===== src/rtl/ysyx_24080006_pkg.sv =====
// Shared types and constants for the ysyx_24080006 fetch path: icache FSM
// states, AXI read-channel encodings and the AXI read-channel bundles.
package ysyx_24080006_pkg;

    typedef enum logic [2:0] {
        IC_IDLE,
        IC_LOOKUP,
        IC_MISS_AR,
        IC_MISS_R,
        IC_BYP_AR,
        IC_BYP_R,
        IC_RESP
    } icache_state_e;

    localparam logic [1:0] AXI_BURST_INCR = 2'b01;
    localparam logic [2:0] AXI_SIZE_4B    = 3'b010;
    localparam logic [1:0] AXI_RESP_OKAY  = 2'b00;

    typedef struct packed {
        logic [31:0] araddr;
        logic        arvalid;
        logic [7:0]  arlen;
        logic [2:0]  arsize;
        logic [1:0]  arburst;
        logic        rready;
    } axi_r_m2s_t;

    typedef struct packed {
        logic        arready;
        logic        rvalid;
        logic [31:0] rdata;
        logic [1:0]  rresp;
        logic        rlast;
    } axi_r_s2m_t;

endpackage


===== src/rtl/ysyx_24080006_icache_array.sv =====
// Tag and data storage for the direct-mapped icache. Writes are synchronous,
// reads are combinational so a lookup resolves in a single cycle. Valid bits
// live in the parent so a fence can wipe them all at once.
module ysyx_24080006_icache_array #(
    parameter int NUM_LINES  = 16,
    parameter int LINE_WORDS = 4,
    parameter int TAG_W      = 24,
    localparam int IW = $clog2(NUM_LINES),
    localparam int OW = $clog2(LINE_WORDS)
) (
    input  logic             clock,
    input  logic [IW-1:0]    index,
    input  logic             data_we,
    input  logic [OW-1:0]    w_word,
    input  logic [31:0]      w_data,
    input  logic             tag_we,
    input  logic [TAG_W-1:0] w_tag,
    input  logic [OW-1:0]    r_word,
    output logic [31:0]      r_data,
    output logic [TAG_W-1:0] r_tag
);

    logic [31:0]      data_mem [NUM_LINES][LINE_WORDS];
    logic [TAG_W-1:0] tag_mem  [NUM_LINES];

    // Refill beats and the closing tag write land on the clock edge; storage is never reset.
    always_ff @(posedge clock) begin
        if (data_we) begin
            data_mem[index][w_word] <= w_data;
        end
        if (tag_we) begin
            tag_mem[index] <= w_tag;
        end
    end

    assign r_data = data_mem[index][r_word];
    assign r_tag  = tag_mem[index];

endmodule


===== src/rtl/ysyx_24080006_icache.sv =====
// Direct-mapped read-only instruction cache in front of the fetch FSM.
// Misses refill a whole line with an INCR burst; the uncached window is
// served with single-beat reads; fence.i invalidates every line.
module ysyx_24080006_icache
    import ysyx_24080006_pkg::*;
#(
    parameter int          NUM_LINES     = 16,
    parameter int          LINE_WORDS    = 4,
    parameter logic [31:0] UNCACHED_BASE = 32'h0f00_0000,
    parameter logic [31:0] UNCACHED_MASK = 32'hff00_0000
) (
    input  logic        clock,
    input  logic        reset,
    input  logic        fencei,
    input  logic        ifu2icu_valid,
    output logic        icu2ifu_ready,
    input  logic [31:0] fetch_addr,
    output logic        icu2ifu_valid,
    input  logic        ifu2icu_ready,
    output logic [31:0] ic_val,
    output logic        icache_hit,
    output logic        icache_miss,
    output logic        icache_skip,
    output axi_r_m2s_t  ifu_r_m2s,
    input  axi_r_s2m_t  ifu_r_s2m
);

    localparam int IW = $clog2(NUM_LINES);
    localparam int OW = $clog2(LINE_WORDS);
    localparam int TW = 32 - IW - OW - 2;
    localparam logic [OW-1:0] LAST_BEAT = OW'(LINE_WORDS - 1);

    icache_state_e          state_q, state_d;
    logic [NUM_LINES-1:0]   valid_q, valid_d;
    logic                   fence_pend_q, fence_pend_d;
    logic [31:0]            req_addr_q, req_addr_d;
    logic [OW-1:0]          beat_q, beat_d;
    logic                   err_q, err_d;
    logic                   ready_q, ready_d;
    logic                   resp_valid_q, resp_valid_d;
    logic [31:0]            ic_val_q, ic_val_d;
    logic                   hit_q, hit_d;
    logic                   miss_q, miss_d;
    logic                   skip_q, skip_d;
    logic                   arvalid_q, arvalid_d;
    logic [31:0]            araddr_q, araddr_d;
    logic [7:0]             arlen_q, arlen_d;
    logic                   rready_q, rready_d;

    logic [IW-1:0]          req_idx;
    logic [OW-1:0]          req_off;
    logic [TW-1:0]          req_tag;
    logic                   uncached;
    logic                   r_fire;
    logic                   last_beat;
    logic                   beat_err;
    logic                   arr_data_we;
    logic                   arr_tag_we;
    logic [31:0]            rd_data;
    logic [TW-1:0]          rd_tag;

    assign req_off   = req_addr_q[OW+1:2];
    assign req_idx   = req_addr_q[OW+IW+1:OW+2];
    assign req_tag   = req_addr_q[31:OW+IW+2];
    assign uncached  = (req_addr_q & UNCACHED_MASK) == UNCACHED_BASE;
    assign r_fire    = ifu_r_s2m.rvalid & rready_q;
    assign last_beat = (beat_q == LAST_BEAT) | ifu_r_s2m.rlast;
    assign beat_err  = err_q | (ifu_r_s2m.rresp != AXI_RESP_OKAY);

    ysyx_24080006_icache_array #(
        .NUM_LINES  (NUM_LINES),
        .LINE_WORDS (LINE_WORDS),
        .TAG_W      (TW)
    ) u_array (
        .clock   (clock),
        .index   (req_idx),
        .data_we (arr_data_we),
        .w_word  (beat_q),
        .w_data  (ifu_r_s2m.rdata),
        .tag_we  (arr_tag_we),
        .w_tag   (req_tag),
        .r_word  (req_off),
        .r_data  (rd_data),
        .r_tag   (rd_tag)
    );

    // Next-state logic for the whole controller; every output is computed here and registered below.
    always_comb begin
        state_d      = state_q;
        valid_d      = valid_q;
        fence_pend_d = fence_pend_q | fencei;
        req_addr_d   = req_addr_q;
        beat_d       = beat_q;
        err_d        = err_q;
        ready_d      = 1'b0;
        resp_valid_d = resp_valid_q;
        ic_val_d     = ic_val_q;
        hit_d        = 1'b0;
        miss_d       = 1'b0;
        skip_d       = 1'b0;
        arvalid_d    = arvalid_q;
        araddr_d     = araddr_q;
        arlen_d      = arlen_q;
        rready_d     = rready_q;
        arr_data_we  = 1'b0;
        arr_tag_we   = 1'b0;
        unique case (state_q)
            IC_IDLE: begin
                if (fence_pend_q || fencei) begin
                    valid_d      = '0;
                    fence_pend_d = 1'b0;
                    ready_d      = 1'b1;
                end else if (ifu2icu_valid && ready_q) begin
                    req_addr_d = fetch_addr & ~32'h3;
                    state_d    = IC_LOOKUP;
                end else begin
                    ready_d = 1'b1;
                end
            end
            IC_LOOKUP: begin
                if (uncached) begin
                    skip_d    = 1'b1;
                    arvalid_d = 1'b1;
                    araddr_d  = req_addr_q;
                    arlen_d   = 8'd0;
                    state_d   = IC_BYP_AR;
                end else if (valid_q[req_idx] && (rd_tag == req_tag)) begin
                    hit_d        = 1'b1;
                    ic_val_d     = rd_data;
                    resp_valid_d = 1'b1;
                    state_d      = IC_RESP;
                end else begin
                    // The line is about to be overwritten, so it must not look valid under its old tag.
                    miss_d           = 1'b1;
                    valid_d[req_idx] = 1'b0;
                    arvalid_d        = 1'b1;
                    araddr_d         = {req_addr_q[31:OW+2], {(OW+2){1'b0}}};
                    arlen_d          = 8'(LINE_WORDS - 1);
                    state_d          = IC_MISS_AR;
                end
            end
            IC_MISS_AR: begin
                if (ifu_r_s2m.arready) begin
                    arvalid_d = 1'b0;
                    rready_d  = 1'b1;
                    beat_d    = '0;
                    err_d     = 1'b0;
                    state_d   = IC_MISS_R;
                end
            end
            IC_MISS_R: begin
                if (r_fire) begin
                    arr_data_we = 1'b1;
                    beat_d      = beat_q + 1'b1;
                    err_d       = beat_err;
                    if (beat_q == req_off) begin
                        ic_val_d = ifu_r_s2m.rdata;
                    end
                    if (last_beat) begin
                        arr_tag_we = 1'b1;
                        if (!beat_err && !fence_pend_q && !fencei && (beat_q == LAST_BEAT)) begin
                            valid_d[req_idx] = 1'b1;
                        end
                        rready_d     = 1'b0;
                        resp_valid_d = 1'b1;
                        state_d      = IC_RESP;
                    end
                end
            end
            IC_BYP_AR: begin
                if (ifu_r_s2m.arready) begin
                    arvalid_d = 1'b0;
                    rready_d  = 1'b1;
                    state_d   = IC_BYP_R;
                end
            end
            IC_BYP_R: begin
                if (r_fire) begin
                    ic_val_d     = ifu_r_s2m.rdata;
                    rready_d     = 1'b0;
                    resp_valid_d = 1'b1;
                    state_d      = IC_RESP;
                end
            end
            IC_RESP: begin
                if (ifu2icu_ready) begin
                    resp_valid_d = 1'b0;
                    ready_d      = ~fence_pend_d;
                    state_d      = IC_IDLE;
                end
            end
            default: begin
                state_d = IC_IDLE;
            end
        endcase
    end

    // Single state register for the FSM and all registered outputs.
    always_ff @(posedge clock or negedge reset) begin
        if (!reset) begin
            state_q      <= IC_IDLE;
            valid_q      <= '0;
            fence_pend_q <= 1'b0;
            req_addr_q   <= '0;
            beat_q       <= '0;
            err_q        <= 1'b0;
            ready_q      <= 1'b0;
            resp_valid_q <= 1'b0;
            ic_val_q     <= '0;
            hit_q        <= 1'b0;
            miss_q       <= 1'b0;
            skip_q       <= 1'b0;
            arvalid_q    <= 1'b0;
            araddr_q     <= '0;
            arlen_q      <= '0;
            rready_q     <= 1'b0;
        end else begin
            state_q      <= state_d;
            valid_q      <= valid_d;
            fence_pend_q <= fence_pend_d;
            req_addr_q   <= req_addr_d;
            beat_q       <= beat_d;
            err_q        <= err_d;
            ready_q      <= ready_d;
            resp_valid_q <= resp_valid_d;
            ic_val_q     <= ic_val_d;
            hit_q        <= hit_d;
            miss_q       <= miss_d;
            skip_q       <= skip_d;
            arvalid_q    <= arvalid_d;
            araddr_q     <= araddr_d;
            arlen_q      <= arlen_d;
            rready_q     <= rready_d;
        end
    end

    assign icu2ifu_ready = ready_q;
    assign icu2ifu_valid = resp_valid_q;
    assign ic_val        = ic_val_q;
    assign icache_hit    = hit_q;
    assign icache_miss   = miss_q;
    assign icache_skip   = skip_q;

    // Pack the registered AR/R master signals; size and burst type never change.
    always_comb begin
        ifu_r_m2s         = '0;
        ifu_r_m2s.araddr  = araddr_q;
        ifu_r_m2s.arvalid = arvalid_q;
        ifu_r_m2s.arlen   = arlen_q;
        ifu_r_m2s.arsize  = AXI_SIZE_4B;
        ifu_r_m2s.arburst = AXI_BURST_INCR;
        ifu_r_m2s.rready  = rready_q;
    end

endmodule


===== config.mk =====
export PLATFORM = sky130hd
export DESIGN_NAME = ysyx_24080006_icache
export DESIGN_NICKNAME = d
export VERILOG_FILES = /design/src/rtl/ysyx_24080006_pkg.sv /design/src/rtl/ysyx_24080006_icache_array.sv /design/src/rtl/ysyx_24080006_icache.sv
export SDC_FILE = /design/constraint.sdc
export NUM_CORES = 2
export LEC_CHECK = 0
export CELL_PAD_IN_SITES_DETAIL_PLACEMENT = 0
export CELL_PAD_IN_SITES_GLOBAL_PLACEMENT = 1
export CORE_ASPECT_RATIO = 0.9
export CORE_MARGIN = 5
export CORE_UTILIZATION = 50
export DETAILED_ROUTE_END_ITERATION = 7
export PLACE_DENSITY = 0.73
export SLEW_MARGIN = 20
export SYNTH_ARGS = -nofsm -noshare
export SYNTH_HDL_FRONTEND = slang
export SYNTH_SLANG_ARGS = --single-unit

===== constraint.sdc =====
create_clock -name clock -period 12.7 [get_ports clock]
set_input_delay 3.81 -clock clock [delete_from_list [all_inputs] [get_ports clock]]
set_output_delay 3.81 -clock clock [all_outputs]
set_load 0.01 [all_outputs]

### After elaboration in Yosys (flattened, before gate mapping)

Memories as Yosys holds them, arrays and structs flattened.
Index checks and enable logic that the tools add are counted.

* logic and storage cells: 172
* flip-flop bits (word level): 132
* output and inout port bits: 84
* RAM bits: 2432
* memories kept: 2
* input bits: 74

Memory list
* u_array.data_mem: words 16, width 128, rd ports 1, clocked after Yosys merged registers in 0, wr ports 1, line ysyx_24080006_icache_array.sv:23 `logic [31:0] data_mem [NUM_LINES][LINE_WORDS];`
* u_array.tag_mem: words 16, width 24, rd ports 1, clocked after Yosys merged registers in 0, wr ports 1, line ysyx_24080006_icache_array.sv:24 `logic [TAG_W-1:0] tag_mem [NUM_LINES];`

* $lt $le $gt $ge: 5
* reductions and logical operators: 29
* muxes and demuxes: 81
* bitwise logic cells: 11
* $add $sub $neg: 1
* equality and inequality tests: 27

Operator list (count)
* 32-bit two-way mux: 10
* 128-bit two-way mux: 1
* 16-bit two-way mux: 6
* 32-bit one-hot mux with 3 select lines: 1
* 32-bit binary-select mux with 2-bit select: 1
* 32-bit demux with 2-bit select: 1
* 16-bit one-hot mux with 3 select lines: 1
* 1-bit two-way mux: 37
* 3-bit two-way mux: 10
* 2-bit inequality test (second input constant): 15
* 24-bit equality test: 1
* 3-bit one-hot mux with 7 select lines: 1
* 16-bit bitwise AND: 1
* 8-bit two-way mux: 2
* 16-bit NOT: 1
* 16-bit OR: 1
* 7-bit AND reduction: 2
* 3-bit equality test (second input constant): 3
* 3-bit AND reduction: 3
* 3-bit nonzero test: 3
* 8-bit by 4-bit equality test with 1-bit output (second input constant): 1
* 8-bit AND reduction: 1
* 1-bit logical AND: 7
* 3-bit by 2-bit equality test with 1-bit output (second input constant): 2
* 30 further kinds: 42

### Logic depth before layout (Yosys ltp)

* depth after elaboration: 10
* depth in mapped cells: 15
* gate-level depth less buffers: 9

### Cells and area by module

From an unflattened synthesis, not the netlist that was laid out.

* cell total of the unflattened synthesis: 4565
* area total of the unflattened synthesis: 98978.7 um^2

Modules (own cells, without submodules)
* ysyx_24080006_icache_array: sequential area each 73030.0 um^2, times used 1, area an instance 92862.8 um^2, cells an instance 4045
* ysyx_24080006_icache: sequential area each 3078.0 um^2, times used 1, area an instance 6115.9 um^2, cells an instance 520

### Worst setup path before layout

OpenSTA, ideal clock, no wires.

* kind: input-to-reg
* start point: in ifu_r_s2m[35] (netlist name)
* end point: mem u_array.data_mem[12][100] (netlist name), enable pin
* setup time: 0.421 ns
* data required time: 12.279 ns
* buffers on the path: 2
* arrival time: 6.237 ns
* stages on the path: 7
* slack: 6.042 ns
* cells stage by stage: nand2_1 -> nor3_1 -> and2_1 -> clkbuf_1 -> nand2_1 -> clkbuf_1 -> nor2_1

* longest elaborated chain between the ends: 5

RTL lines
* start, declared: line ysyx_24080006_icache.sv:25 `input axi_r_s2m_t ifu_r_s2m`
* 1-bit bitwise AND: line ysyx_24080006_icache.sv:66 `assign r_fire = ifu_r_s2m.rvalid & rready_q;`
* 1-bit two-way mux: line ysyx_24080006_icache.sv:152 `if (r_fire) begin`
* 1-bit two-way mux: line ysyx_24080006_icache.sv:107 `unique case (state_q)`
* 1-bit two-way mux: line ysyx_24080006_icache_array.sv:28 `if (data_we) begin`
* 128-bit two-way mux (not written as such): line ysyx_24080006_icache_array.sv:29 `data_mem[index][w_word] <= w_data;`
* end, declared: line ysyx_24080006_icache_array.sv:23

Every way passes these cells.

### Worst setup path after layout

* start point: in ifu_r_s2m[35] (netlist name)
* end point: mem u_array.data_mem[12][22] (netlist name), enable pin

The elaborated chain is that of the path after synthesis.

==> impl_metrics.tcl <==
set metrics [dict create \
    cts_buffers 237 \
    num_rows 154 \
    routed_wl_microns 233500 \
    instances_no_fill 7448 \
    hpwl_microns 125600 \
    ys_warn_count 0 \
    fin_util 0.5697 \
    cts_hold_buf 0 \
    syn_area_per_cell_sq_um 22.60 \
    track_usage 0.2260 \
    grt_pass1_wl_microns 338700 \
    syn_inst 4377 \
    die_w_microns 478.9 \
    cts_sinks 2555 \
    seq_area_frac_synth 0.7694 \
    grt_pass1_vias 47130 \
    post-place-ws_ns 5.672 \
    ff2ff_setup_slack_ns 6.66 \
    pin_count 158 \
    setup_viol 0 \
    power_density_nw_per_um2 173.3 \
    via_count 46370 \
    drive_above_1_share 0.2863 \
    final_net_count 4753 \
    worst_clock_skew_ns 0.04013 \
    cts_tree "done" \
    maxSlewViolCount 0 \
    cp_max_fo 17 \
    htree_levels 4 \
    r2r_cells 11 \
    start_kind "primary input" \
    arrival_ns 6.67 \
    drc 0 \
    min_to "ic_val[29]" \
    path_clk_slew_ns 0.06 \
    cp-end-kind "flop" \
    area_delta_synth_final_pct 13.08 \
    drt-initial-drc-count 5050 \
    power_mw 19.38 \
    port_buffers 142 \
    ant_nets 0 \
    synth_edf_count 2432 \
    synthTopCellsByArea "edfxtp_1 (74%), mux4_2 (16%), dfrtp_1 (3.1%)" \
    critPathRequiredTime_ns 13.22 \
    place.gp.congestion 0.7750 \
    synth_cell_types 61 \
    status "completed" \
    tns_ns 0 \
    yosys-top-cells-count "edfxtp_1 (2,432), mux4_2 (684), nor2_1 (135)" \
    hold_viol 0 \
    core_area_sq_um 196300 \
    synth_most_common_cell "edfxtp_1" \
    period_share 0.4845 \
    ys.flop_type "edfxtp_1" \
    clk_latency_ns 0.87 \
    min-delay-start "ic_val[29]" \
    final.setup.worst_slack_ns 6.547 \
    async_reset_ff_frac 0.04814 \
    period_needed_ns 6.153 \
    placedCellCount 7007 \
    min_delay_path_depth 1 \
    grt-ovfl-total 0 \
    synth_top_area_cell "edfxtp_1" \
    grt_max_degree 137 \
    wl_per_cell_microns 31.35 \
    critical_path_class "in2reg" \
    timing.max_cap.violations 0 \
    ys_ff_latch 2555 \
    synth_top_area_frac 0.7383 \
    rsz0062_at_grt "false" \
    vdd_ir_drop_max_uv 112.7 \
    tightest_slew_ns 1.150 \
    drtPass1Iterations 5 \
    rr_endpoint "valid_q[5]" \
    hold_path_class "reg2reg" \
    postCtsSetupBuffers 0 \
    antenna_found_initial 9 \
    cts_buffer_depth 3 \
    synth_area_sq_um 98920 \
    fmax_ghz 0.1625 \
    initial_utilization 0.5038 \
    cts_resized 0 \
    slew_headroom 0.2312 \
    die-area_sq_um 206900 \
    p_leak_nw 34.60 \
    vias_per_cell 6.225 \
    root_buffer "clkbuf_16" \
    fp.dieH_microns 432.0 \
    r2r-start "req_addr_q[4]" \
]
-- report_power, final --
| part | switching (mW) | internal [mW] | total (mW) |
|---|---|---|---|
| combinational | 1.53 | 1.19 | 2.71 |
| clock | 3.08 | 3.90 | 6.97 |
| sequential | 0.227 | 9.47 | 9.69 |
-- area by class of cell --
| cell class | count | area (sq um) |
|---|---|---|
| diodes | 2 | 5.005 |
| clock buffers | 283 | 6166 |
| clock inverters | 153 | 1516 |
| fillers | 14180 | 84480 |
| inverters | 10 | 37.54 |
| multi-input cells | 1572 | 22250 |
| flip-flops and latches | 2555 | 76130 |
| well taps | 2574 | 3221 |
| repair buffers | 299 | 2549 |
-- how the worst max path moves through the flow --
| stage | startpoint | slack (ns) | end |
|---|---|---|---|
| 4_1_cts | req_addr_q[4] | 6.54 | valid_q[5] |
| 3_3_place_gp | ifu_r_s2m[35] | 5.67 | u_array.data_mem[15][22] |
| 3_5_place_dp | ifu_r_s2m[35] | 5.67 | u_array.data_mem[15][22] |
| 6_report | ifu_r_s2m[35] | 6.55 | u_array.data_mem[12][22] |
| 2_1_floorplan | ifu_r_s2m[35] | 6.04 | u_array.data_mem[12][100] |
| 5_1_grt | req_addr_q[4] | 6.13 | valid_q[5] |
-- routing by layer --
layer	share of wire	GRT usage	up-vias
li1	-	-	19050
met1	0.41	0.3226	25160
met2	0.50	0.3710	1853
met3	0.069	0.03609	299
met4	0.024	0.05738	0
met5	0	0	-
-- sequential cells by signal (all words and copies together) (netlist names) --
| register | flops |
|---|---|
| u_array.data_mem | 2048 |
| u_array.tag_mem | 384 |
| ic_val | 32 |
| araddr_q | 30 |
| req_addr_q | 30 |
| valid_q | 16 |
| state_q | 3 |
| beat_q | 2 |
| arlen_q | 1 |
| arvalid_q | 1 |
| err_q | 1 |
| fence_pend_q | 1 |
| icache_hit | 1 |
| icache_miss | 1 |
| icache_skip | 1 |
| icu2ifu_ready | 1 |
| icu2ifu_valid | 1 |
| rready_q | 1 |
-- layout by cell type, fill, tap and decap left out, drive strengths merged, types with 4 or more instances in the layout --
cell	n
bufinv	21
clkdlybuf4s50	109
mux4	684
and2	5
nor3	39
clkinvlp	6
nor2	135
nand2	48
mux2	123
a21o	18
conb	13
nand4	9
ha	4
inv	14
nor2b	46
o21ai	97
nand3	33
buf	190
clkbuf	283
a211oi	31
and3	9
a32oi	5
edfxtp	2432
a22oi	19
mux2i	112
nor4	8
dfrtp	123
a21oi	50
clkinv	122
a22o	7
xnor2	20
xor2	6
nand2b	4
-- metrics by stage --
step | hold WS (ns) | instance area, sq um
2_1_floorplan | 0.4658 | 98960
3_3_place_gp | 0.4758 | 104100
3_5_place_dp | 0.4813 | 104100
4_1_cts | 0.4960 | 111800
5_1_grt | 0.5120 | 111900
6_report | 0.4923 | 111900
-- logic make-up after synthesis --
logic type      share of synthesized area
flops                              0.7694
mux                                0.1814
simple gates                      0.01748
buf+inv                           0.01260
compound gates                    0.01627
xor+xnor                         0.002302
fa+ha+maj                       0.0005060
other cells                    0.00007592
-- critical path, stage by stage --
cell and delay, ns:
clkdlybuf4s50_1 0.48, nand2_1 0.15, nor3_1 0.35, and2_1 0.32, nand2_1 0.11, buf_4 0.28
nor2_4 0.63, buf_4 0.50
Note: power is estimated with default switching activity, not from simulation.
